<file path="src/rtl/inv_park_transform.sv">
// inv_park_transform: inverse Park rotation (d,q) by theta -> (alpha,beta) using an iterative CORDIC.
// Ports: clk, rst_n (async active-low); in_valid/in_ready with d, q, theta (signed Q1.15 and angle);
//        alpha, beta (saturated signed Q1.15) with out_valid/out_ready.
module inv_park_transform #(
  parameter int ITER  = 16,
  parameter int GUARD = 3
) (
  input  logic               clk,
  input  logic               rst_n,
  input  logic               in_valid,
  output logic               in_ready,
  input  logic signed [15:0] d,
  input  logic signed [15:0] q,
  input  logic signed [15:0] theta,
  output logic signed [15:0] alpha,
  output logic signed [15:0] beta,
  output logic               out_valid,
  input  logic               out_ready
);
  localparam int W  = 18 + GUARD;
  localparam int PW = W + 17;
  localparam logic signed [16:0] INV_K = 17'sd19898;
  localparam logic signed [16:0] ATAN [16] = '{
    17'sd8192, 17'sd4836, 17'sd2555, 17'sd1297, 17'sd651, 17'sd326, 17'sd163, 17'sd81,
    17'sd41,   17'sd20,   17'sd10,   17'sd5,    17'sd3,   17'sd1,   17'sd1,   17'sd0
  };
  typedef enum logic [1:0] {IDLE, ROTATE, SCALE, DONE} state_t;
  state_t state;
  logic signed [W-1:0] x, y, dx, qx, x0, y0, xn, yn, xs, ys;
  logic signed [16:0] z, th, z0, zn;
  logic signed [PW-1:0] px, py;
  logic [3:0] i;
  logic mul_done, hi, lo, neg;
  function automatic logic signed [15:0] sat(input logic signed [PW-1:0] p);
    logic signed [PW-1:0] r;
    r = (p + (PW'(1) <<< (14 + GUARD))) >>> (15 + GUARD);
    return r > PW'(32767) ? 16'sd32767 : r < -PW'(32767) ? -16'sd32767 : r[15:0];
  endfunction
  assign dx = {{2{d[15]}}, d, {GUARD{1'b0}}};
  assign qx = {{2{q[15]}}, q, {GUARD{1'b0}}};
  assign th = {theta[15], theta};
  assign hi = theta >= 16'sd16384;
  assign lo = theta < -16'sd16384;
  // quadrant pre-rotation by +/-90 deg keeps the residual angle within the CORDIC convergence range
  assign x0 = hi ? -qx : lo ? qx : dx;
  assign y0 = hi ? dx : lo ? -dx : qx;
  assign z0 = hi ? th - 17'sd16384 : lo ? th + 17'sd16384 : th;
  assign neg = z[16];
  assign xs = x >>> i;
  assign ys = y >>> i;
  assign xn = neg ? x + ys : x - ys;
  assign yn = neg ? y - xs : y + xs;
  assign zn = neg ? z + ATAN[i] : z - ATAN[i];
  always_ff @(posedge clk or negedge rst_n) begin
    if (!rst_n) begin
      state     <= IDLE;
      in_ready  <= 1'b0;
      out_valid <= 1'b0;
      alpha     <= '0;
      beta      <= '0;
      x         <= '0;
      y         <= '0;
      z         <= '0;
      i         <= '0;
      px        <= '0;
      py        <= '0;
      mul_done  <= 1'b0;
    end else begin
      case (state)
        IDLE: begin
          if (in_valid && in_ready) begin
            x        <= x0;
            y        <= y0;
            z        <= z0;
            i        <= '0;
            in_ready <= 1'b0;
            state    <= ROTATE;
          end else begin
            in_ready <= 1'b1;
          end
        end
        ROTATE: begin
          x <= xn;
          y <= yn;
          z <= zn;
          i <= i + 4'd1;
          if (i == 4'(ITER - 1)) state <= SCALE;
        end
        // gain correction is split: products registered first, then round/saturate into the outputs
        SCALE: begin
          if (!mul_done) begin
            px       <= x * INV_K;
            py       <= y * INV_K;
            mul_done <= 1'b1;
          end else begin
            alpha     <= sat(px);
            beta      <= sat(py);
            out_valid <= 1'b1;
            mul_done  <= 1'b0;
            state     <= DONE;
          end
        end
        DONE: begin
          if (out_ready) begin
            out_valid <= 1'b0;
            in_ready  <= 1'b1;
            state     <= IDLE;
          end
        end
        default: state <= IDLE;
      endcase
    end
  end
endmodule

</file>
<file path="config.mk">
export PLATFORM = sky130hd
export DESIGN_NAME = inv_park_transform
export DESIGN_NICKNAME = d
export VERILOG_FILES = /design/src/rtl/inv_park_transform.sv
export SDC_FILE = /design/constraint.sdc
export NUM_CORES = 1
export LEC_CHECK = 0
export BUFFER_PORTS_ARGS = -buffer_cell sky130_fd_sc_hd__buf_2
export CAP_MARGIN = 20
export CORE_ASPECT_RATIO = 0.7
export CORE_UTILIZATION = 50
export CTS_BUF_LIST = sky130_fd_sc_hd__clkbuf_8
export DETAILED_ROUTE_END_ITERATION = 6
export PLACE_DENSITY = 0.67
export SYNTH_ARGS = -nofsm -noshare
export SYNTH_HDL_FRONTEND = slang
export SYNTH_SLANG_ARGS = --single-unit
</file>
<file path="constraint.sdc">
create_clock -name clk -period 8.1 [get_ports clk]
set_input_delay 1.215 -clock clk [delete_from_list [all_inputs] [get_ports clk]]
set_output_delay 1.215 -clock clk [all_outputs]
set_load 0.02 [all_outputs]
</file>
==> qor.yml, run 1 <==
drt:
  ant_nets: 0
  via_count: 21570
  drc: 0
  vias_per_cell: 5.924
  drt_wl_total_microns: 73110
  drt_first_pass_iters: 5
  drt_iter0_markers: 1786
  post_drt_wl_per_cell_microns: 20.08
synth:
  synth.top_cell.area_share: 0.1903
  synth-edff-count: 0
  synthFlopType: "dfrtp_1"
  synthTopCellsByArea: "fa_1, ha_1, dfrtp_1"
  synth.distinct_cells: 85
  synth_top_area_cell: "fa_1"
  synth_common_cells: "inv_1, ha_1, fa_1"
  yosysWarningCount: 0
  synth_most_common_cell: "inv_1"
  synthesis.area_sq_mm: 0.02588
  syn_nets: 3587
  async_flop_share: 1.000
  ys_ff_latch: 140
  synth_cells: 2929
  synth-seq-area-share: 0.1354
  syn-mean-instance-area_sq_um: 8.837
timing:
  final_max_slew_viol_count: 0
  final.period_utilization: 0.8301
  rsz0062_at_grt: "no"
  worstMarginPinSlew_ns: 1.202
  skew_ns: 0.02223
  period_needed_ns: 6.724
  fin_ws_ns: 1.376
  final_hold_viol_count: 0
  finalSetupTns_ns: 0
  setup_viol: 0
  clock.fmax_mhz: 148.7
  slew_headroom: 0.1939
critical_path:
  critPathRequiredTime_ns: 8.47
  worstPathMaxFanout: 15
  cp-start-kind: "register"
  path_cells: "ha_1 -> inv_1 -> fa_1 -> inv_1 -> fa_1 -> fa_1 -> fa_1 -> inv_1 -> fa_1 -> inv_1 -> ha_1 -> nand4_1 -> a211oi_1 -> a221oi_1 -> o21ai_0 -> a41o_1 -> o2111ai_1 -> a21oi_1 -> o21ai_0 -> xnor2_1 -> o21ai_0"
  rrSetupSlack_ns: 1.38
  worst_r2r_path_depth: 21
  path_class: "register to register"
  endpoint_kind: "register"
  crit_top_cell: "fa_1"
  critical_path.slowest_cell: "dfrtp_1"
  slowest_delay_ns: 0.59
  worstReg2RegEnd: "px[36]"
  r2r_start: "x[10]"
  arrival_ns: 7.10
place:
  gp_congestion: 0.9803
  postPlaceCellArea_sq_mm: 0.02685
  port_buffers: 85
  place.detailed.hpwl_microns: 58240
  dp_slack_ns: 1.457
die:
  rows: 69
  io_pins: 86
  die_area_sq_mm: 0.05269
  die_x_microns: 273.9
  coreArea_sq_mm: 0.05094
  start_util: 0.5081
  die_h_microns: 192.4
clock_tree:
  cts_tree: "yes"
  numCtsBuffers: 17
  cts_max_path_buffers: 2
  clock-root-buffer: "clkbuf_8"
  cts_resized: 0
  clkTransAtPathRegs_ns: 0.10
  cts_post_setup_buffers_inserted: 0
  insertion_delay_ns: 0.53
  htreeDepth: 4
  clock-sinks: 140
  cts.hold.buffers_added: 0
global_routing:
  grt_usage: 0.2804
  grt-ovfl-total: 0
  grt_max_degree: 82
  grt_pass1_wl_microns: 115200
  first_global_vias: 20790
  antenna_found_initial: 1
min_path:
  holdCritPathClass: "register to register"
  holdPathStages: 2
  hp-start: "beta[15]"
  holdPathEnd: "beta[15]"
layout:
  drive_above_1_share: 0.07991
  synthToLayoutAreaGrowth_pct: 5.380
  fin_nets: 3611
  design_area_sq_mm: 0.02727
outcome:
  status: "complete, no violations"
run:
  drv_cap: 0
how the worst max path moves through the flow:
stage               startpoint      to  slack, ns  cells past startpoint
floorplan                x[11]  px[36]       2.17                     21
global placement         x[11]  px[36]       1.40                     21
detailed placement       x[10]  px[36]       1.46                     21
CTS                      x[10]  px[36]       1.38                     21
global route             x[11]  px[36]       0.94                     21
finish                   x[10]  px[36]       1.38                     21
stage by stage:
step                      hold WS (ns)  utilization  instances
after floorplan                 0.4560            -       2929
after global placement          0.4652       0.5271       3605
after detailed placement        0.4685       0.5271       3605
after CTS                       0.4907       0.5346       3637
after global routing            0.5159       0.5354       3640
final                           0.4805       0.5355       3641
logic make-up after synthesis:
kind of cell / after synthesis / synth area share
xor+xnor: 204 / 0.06903
fa+ha+maj: 606 / 0.3643
compound gates: 687 / 0.1655
flops: 140 / 0.1354
simple gates: 653 / 0.1190
mux: 102 / 0.06434
buf+inv: 537 / 0.08242
layer usage:
metal,routed length [microns],GRT usage,vias to the layer above
met5,12,0,-
met4,1360,0.07009,2
met3,5291,0.04081,79
met2,31730,0.4180,704
met1,34710,0.4231,10670
li1,-,-,10120
sequential cells by signal, indices dropped and copies added (netlist names), 2 cells and up:
| name | count |
|---|---|
| z | 17 |
| alpha | 16 |
| x | 21 |
| py | 20 |
| i | 4 |
| beta | 16 |
| state | 2 |
| px | 20 |
| y | 21 |
worst max-delay path: cells and delay by family (launching register included):
kind | cells | cell delay [ns]
adder cells (fa/ha/maj) | 7 | 3.39
AO/OA/AOI/OAI | 8 | 2.11
flip-flops | 1 | 0.59
buffers and inverters | 4 | 0.23
AND/OR/NAND/NOR | 1 | 0.13
XOR/XNOR | 1 | 0.13
placed cells by master (no fill, tap or decap), types with 18 or more instances in the layout:
master,n
a211oi_1,37
nor2_1,159
nand2b_1,24
a31oi_1,21
o211ai_1,26
o22ai_1,23
and3_1,24
xnor2_1,92
mux4_2,42
or3_1,22
o21a_1,25
nand2_1,203
mux2i_1,31
a21oi_1,222
nand3_1,71
buf_2,84
xor2_1,112
o21ai_0,153
nor2b_1,28
a21o_1,66
inv_1,428
nor3_1,46
o31ai_1,18
clkbuf_8,18
buf_4,28
ha_1,359
fa_1,246
dfrtp_1,136
mux2_2,22
nand4_1,20
cell type report:
cell class	instances	area (sq um)
tap	674	843.3
fill	4772	23660
clock inverter	14	133.9
timing repair buffer	114	669.4
inverter	428	1607
sequential	140	3508
antenna	1	2.502
multi-input combinational	2252	20260
clock buffer	18	247.7
Power of run 1 is left out: the tool's default activity adds up to more than one toggle a clock period on the data nets, which glitch-free logic cannot reach.
==> run 2, diff against run 1 <==
Settings changed: ABC_AREA set to 1, PLACE_DENSITY 0.67 to 0.7.
Clock period 8.1 ns to 5.5 ns, I/O delays scaled along.
==> run 2 against run 1 <==
  * Register-to-register slack got worse by 1.3 ns
  * Synthesized cell count grew 28%
  * Non-clock buffer count is 132 higher
  * Worst hold slack got worse by 0.12 ns
  * Die area is 4.6% higher
  * Synthesized area increased by 4.7%
  * Utilization increased by 3.9 points
  * Critical endpoint is now py[32]
  * First-iteration DRC count grew 25%
  * Setup slack got worse by 1.3 ns
  * Routed wire length grew 9.9%
  * Highest routed layer unchanged
  * Count of clock-buffer cells in the layout shrank 1
  * Sequential cell count stayed put
==> qor.yml, run 2 <==
outcome:
  status: "complete, no violations"
layout:
  post-route-util: 0.5748
  fillers: 5008
  final_cell_mix: "nand2_1, inv_1, ha_1, nand3_1, nor2_1"
  design_area_sq_mm: 0.03036
  drive_above_1_share: 0.1227
  top_regs: "x (21), y (21)"
  synthToLayoutAreaGrowth_pct: 12.07
  fin_nets: 4572
  final_common_cell: "nand2_1"
run:
  drv_cap: 0
drt:
  ant_nets: 0
  post_drt_wl_per_cell_microns: 17.29
  drc: 0
  via_count: 25290
  drt_first_pass_iters: 6
  drt_iter0_markers: 2234
  drt_wl_total_microns: 80340
  vias_per_cell: 5.442
synth:
  synth_top_area_cell: "fa_1"
  synth-seq-area-share: 0.1293
  synth.distinct_cells: 52
  synth-compound-area-share: 0.1287
  synthTopCellsByArea: "fa_1, ha_1, dfrtp_1"
  synth-adder-area-share: 0.3481
  synthSimpleGateAreaFrac: 0.2281
  synthMuxAreaShare: 0
  synth_most_common_cell: "nand2_1"
  syn-mean-instance-area_sq_um: 7.249
  yosysWarningCount: 0
  synthesis.area_sq_mm: 0.02709
  ys_ff_latch: 140
  syn_nets: 4395
  synth_common_cells: "nand2_1, inv_1, ha_1"
  async_flop_share: 1.000
  synth_cells: 3737
  synth_xor_area_frac: 0.05658
  synth-edff-count: 0
  synth.top_cell.area_share: 0.1818
  synth_top_family_by_area: "adder cells"
  synthFlopType: "dfrtp_1"
global_routing:
  grt_max_degree: 100
  met1_usage: 0.4387
  busiest_layer: "met1"
  met2_usage: 0.4043
  grt_usage: 0.2908
  first_global_vias: 23640
  grt_pass1_wl_microns: 126400
  met3_usage: 0.07444
  grt-ovfl-total: 0
  antenna_found_initial: 3
timing:
  finalSetupTns_ns: 0
  slew_headroom: 0.3326
  skew_ns: 0.02671
  final_hold_viol_count: 0
  period_needed_ns: 5.394
  rsz0062_at_grt: "yes"
  final_max_slew_viol_count: 0
  final.period_utilization: 0.9807
  whs_ns: 0.3612
  clock.fmax_mhz: 185.4
  setup_viol: 0
  worstMarginPinSlew_ns: 1.001
die:
  start_util: 0.5129
  io_pins: 86
  die_x_microns: 280.2
  die_area_sq_mm: 0.05513
  coreArea_sq_mm: 0.05281
  rows: 70
  die_h_microns: 196.7
critical_path:
  endpoint_kind: "register"
  worstPathMaxFanout: 5
  rrSetupSlack_ns: 0.11
  path_cells: "ha_1 -> inv_1 -> fa_1 -> inv_1 -> fa_1 -> fa_1 -> fa_1 -> inv_1 -> fa_1 -> inv_1 -> ha_1 -> a21o_1 -> a31oi_1 -> o21ai_1 -> a221oi_2 -> nand2_2 -> or2_2 -> nand3_1 -> o21ai_0"
  critical_path.slowest_cell: "fa_1"
  crit_family: "adder cells"
  path_buf_inv: 4
  cp-start-kind: "register"
  path_class: "register to register"
  crit_top_cell: "fa_1"
  slowest_delay_ns: 0.54
  arrival_ns: 5.81
  critPathRequiredTime_ns: 5.92
clock_tree:
  htreeDepth: 4
  clock-root-buffer: "clkbuf_8"
  numCtsBuffers: 17
  cts_tree: "yes"
  clkTransAtPathRegs_ns: 0.12
  cts_max_path_buffers: 2
  clock-sinks: 140
  cts.hold.buffers_added: 0
  insertion_delay_ns: 0.54
place:
  postPlaceCellArea_sq_mm: 0.02905
  place.detailed.hpwl_microns: 66450
  port_buffers: 85
  gp_congestion: 1.002
min_path:
  holdCritPathClass: "primary input to async pin"
[run 2: layer usage]
layer | share of wire | vias to the layer above
li1 | - | 12470
met1 | 0.49 | 11800
met2 | 0.40 | 913
met3 | 0.091 | 107
met4 | 0.023 | 4
met5 | 0.00030 | -
[run 2: worst reg2reg max path, stage by stage, from the launching register on]
cell	delay [ns]
dfrtp_2	0.46
ha_1	0.31
inv_1	0.06
fa_1	0.54
inv_1	0.06
fa_1	0.52
fa_1	0.44
fa_1	0.54
inv_1	0.05
fa_1	0.53
inv_1	0.04
ha_1	0.31
a21o_1	0.20
a31oi_1	0.23
o21ai_1	0.17
a221oi_2	0.27
nand2_2	0.13
or2_2	0.29
nand3_1	0.06
o21ai_0	0.07
[run 2: cell families after synthesis]
kind of cell	after synthesis
xor+xnor	175
compound gates	606
flops	140
fa+ha+maj	606
buf+inv	770
simple gates	1440
[run 2: path summary, 6_finish.rpt]
path | start | end | cells after the start
max | y[17] | py[32] | 19
min | rst_n | beta[5] | 1
max reg2reg | y[17] | py[32] | 19
min reg2reg | beta[15] | beta[15] | 2
max in group asynchronous | rst_n | x[20] | 2
min in group clk | beta[15] | beta[15] | 2
[run 2: area by class of cell]
class	count	area, sq um	area share
multi-input combinational	2827	21240	0.6996
timing repair buffer	246	1673	0.05510
clock buffer	17	234.0	0.007707
tap	720	900.9	0.02967
antenna	1	2.502	0.00008243
clock inverter	15	207.7	0.006842
inverter	682	2560	0.08433
sequential	140	3541	0.1166
[run 2: stage by stage]
| stage | cells | setup WS (ns) |
|---|---|---|
| finish | 4648 | 0.1062 |
| floorplan | 3737 | 0.2542 |
| detailed placement | 4588 | 0.01471 |
| global placement | 4588 | 0.09761 |
| CTS | 4621 | 0.0001106 |
| global route | 4647 | -0.1152 |
[run 2: timing repair]
action,4_1_cts,5_1_grt
pin swaps,1,31
endpoints found under the setup margin,1,27
endpoints found under the hold margin,0,0
gates resized for setup,0,143
buffers inserted,1,24
Power of run 2 is left out for the same reason.
==> run 3, diff against run 2 <==
Settings changed: GPL_TIMING_DRIVEN set to 0.
==> run 3 against run 2 <==
  * The run now ends with DRC left
  * Via count grew 4.4%
  * Critical path type unchanged
  * Highest routed layer unchanged
  * Die area is the same
  * Final area grew 3.0%
==> qor.yml, run 3 (same netlist as run 2, synthesis figures left out) <==
critical_path:
  cp-start-kind: "register"
  worstPathMaxFanout: 5
  arrival_ns: 5.81
  critPathRequiredTime_ns: 5.90
  path_class: "register to register"
  endpoint_kind: "register"
timing:
  rsz0062_at_grt: "yes"
  period_needed_ns: 5.409
  fin_ws_ns: 0.09116
  skew_ns: 0.02234
  final.period_utilization: 0.9834
  clock.fmax_mhz: 184.9
  final_max_slew_viol_count: 0
  final_hold_viol_count: 0
  setup_viol: 0
  slew_headroom: 0.2834
  worstMarginPinSlew_ns: 1.075
global_routing:
  grt_max_degree: 83
  grt_pass1_wl_microns: 138300
  first_global_vias: 24600
  antenna_found_initial: 3
  grt-ovfl-total: 0
  grt_usage: 0.3244
drt:
  via_count: 26400
  drt_first_pass_iters: 7
  drt_iter0_markers: 2862
  drt_wl_total_microns: 90030
  ant_nets: 0
  drc: 7
  vias_per_cell: 5.592
  post_drt_wl_per_cell_microns: 19.07
die:
  coreArea_sq_mm: 0.05281
  start_util: 0.5129
  rows: 70
  io_pins: 86
  die_area_sq_mm: 0.05513
  die_x_microns: 280.2
  die_h_microns: 196.7
clock_tree:
  cts_max_path_buffers: 2
  numCtsBuffers: 17
  clkTransAtPathRegs_ns: 0.10
  cts.hold.buffers_added: 0
  htreeDepth: 4
  insertion_delay_ns: 0.53
  clock-sinks: 140
  clock-root-buffer: "clkbuf_8"
  cts_tree: "yes"
place:
  port_buffers: 85
  dp_slack_ns: -0.5480
  place.detailed.hpwl_microns: 69240
  gp_congestion: 0.9982
outcome:
  status: "finished with violations"
  violations: "DRC"
min_path:
  holdCritPathClass: "primary input to async pin"
layout:
  final_cell_mix: "nand2_1, inv_1, ha_1, nand3_1, nor2_1"
  fin_nets: 4645
  final_common_cell: "nand2_1"
  drive_above_1_share: 0.1445
  synthToLayoutAreaGrowth_pct: 15.44
  top_regs: "x (21), y (21)"
  fillers: 4895
run:
  drv_cap: 0
run 3: cell types whose count changed in the layout (fill, tap and decap cells not counted), moves of 17 or more:
cell,before,now
buf_6,1,22
inv_1,667,647
clkbuf_1,0,50
inv_2,15,32
buf_4,158,128
buf_2,84,104
ha_4,26,46
run 3: timing repair:
action / CTS / global route
setup endpoints to repair: 33 / 32
gates resized for setup: 98 / 201
pin swaps: 9 / 114
buffers inserted: 88 / 56
run 3: final timing paths:
| kind | start | endpoint | slack, ns | cells after the start |
|---|---|---|---|---|
| min in group clk | z[4] | z[4] | 0.51 | 2 |
| worst min register to register | z[4] | z[4] | 0.51 | 2 |
| worst min-delay path | rst_n | beta[3] | 0.25 | 1 |
| max in group asynchronous | rst_n | x[15] | 4.29 | 2 |
| worst max register to register | y[14] | py[28] | 0.09 | 24 |
| worst max-delay path | y[14] | py[28] | 0.09 | 24 |
run 3: per-layer routing:
| metal | wire (microns) | share of wire | GRT usage | vias to the layer above |
|---|---|---|---|---|
| met5 | 13 | 0.00014 | 0 | - |
| met4 | 2770 | 0.031 | 0.09350 | 2 |
| met3 | 9014 | 0.10 | 0.06200 | 176 |
| met2 | 36290 | 0.40 | 0.4607 | 1225 |
| met1 | 41940 | 0.47 | 0.4934 | 12370 |
| li1 | - | - | - | 12630 |
run 3: layout make-up:
| type | instances | area [sq um] | area share |
|---|---|---|---|
| diodes | 1 | 2.502 | 0.00008002 |
| inverters | 682 | 2564 | 0.08198 |
| repair buffers | 231 | 1649 | 0.05273 |
| multi-input cells | 2827 | 21730 | 0.6950 |
| plain buffers | 88 | 396.6 | 0.01268 |
| clock buffers | 17 | 234.0 | 0.007482 |
| clock inverters | 15 | 215.2 | 0.006882 |
| well taps | 720 | 900.9 | 0.02881 |
| flip-flops and latches | 140 | 3576 | 0.1144 |
run 3: per-stage QoR:
step | util | hold slack, ns | instance area, sq um | setup TNS (ns) | instances
2_1_floorplan | - | 0.4559 | 27090 | 0 | 3737
3_3_place_gp | 0.5380 | 0.4779 | 28410 | -6.940 | 4542
3_5_place_dp | 0.5387 | 0.4817 | 28450 | -8.162 | 4543
4_1_cts | 0.5674 | 0.2464 | 29970 | 0 | 4663
5_1_grt | 0.5921 | 0.2863 | 31270 | -0.5803 | 4721
6_report | 0.5921 | 0.2546 | 31270 | 0 | 4721
run 3: critical path, cell delays in order, from the launching register on:
cell and delay [ns]:
dfrtp_2 0.51, buf_4 0.19, ha_1 0.30, ha_1 0.21
o21bai_1 0.18, fa_1 0.52, fa_1 0.53, fa_1 0.55
inv_1 0.05, fa_1 0.54, inv_1 0.07, ha_4 0.26
nand2_4 0.09, inv_1 0.06, a21oi_2 0.16, o21ai_0 0.09
a21oi_1 0.19, inv_1 0.08, nand2_1 0.08, nand2_1 0.07
nand2_1 0.06, nand2_1 0.06, or2_2 0.28, nand3_2 0.07
o21ai_1 0.07
Power of run 3 is left out for the same reason.
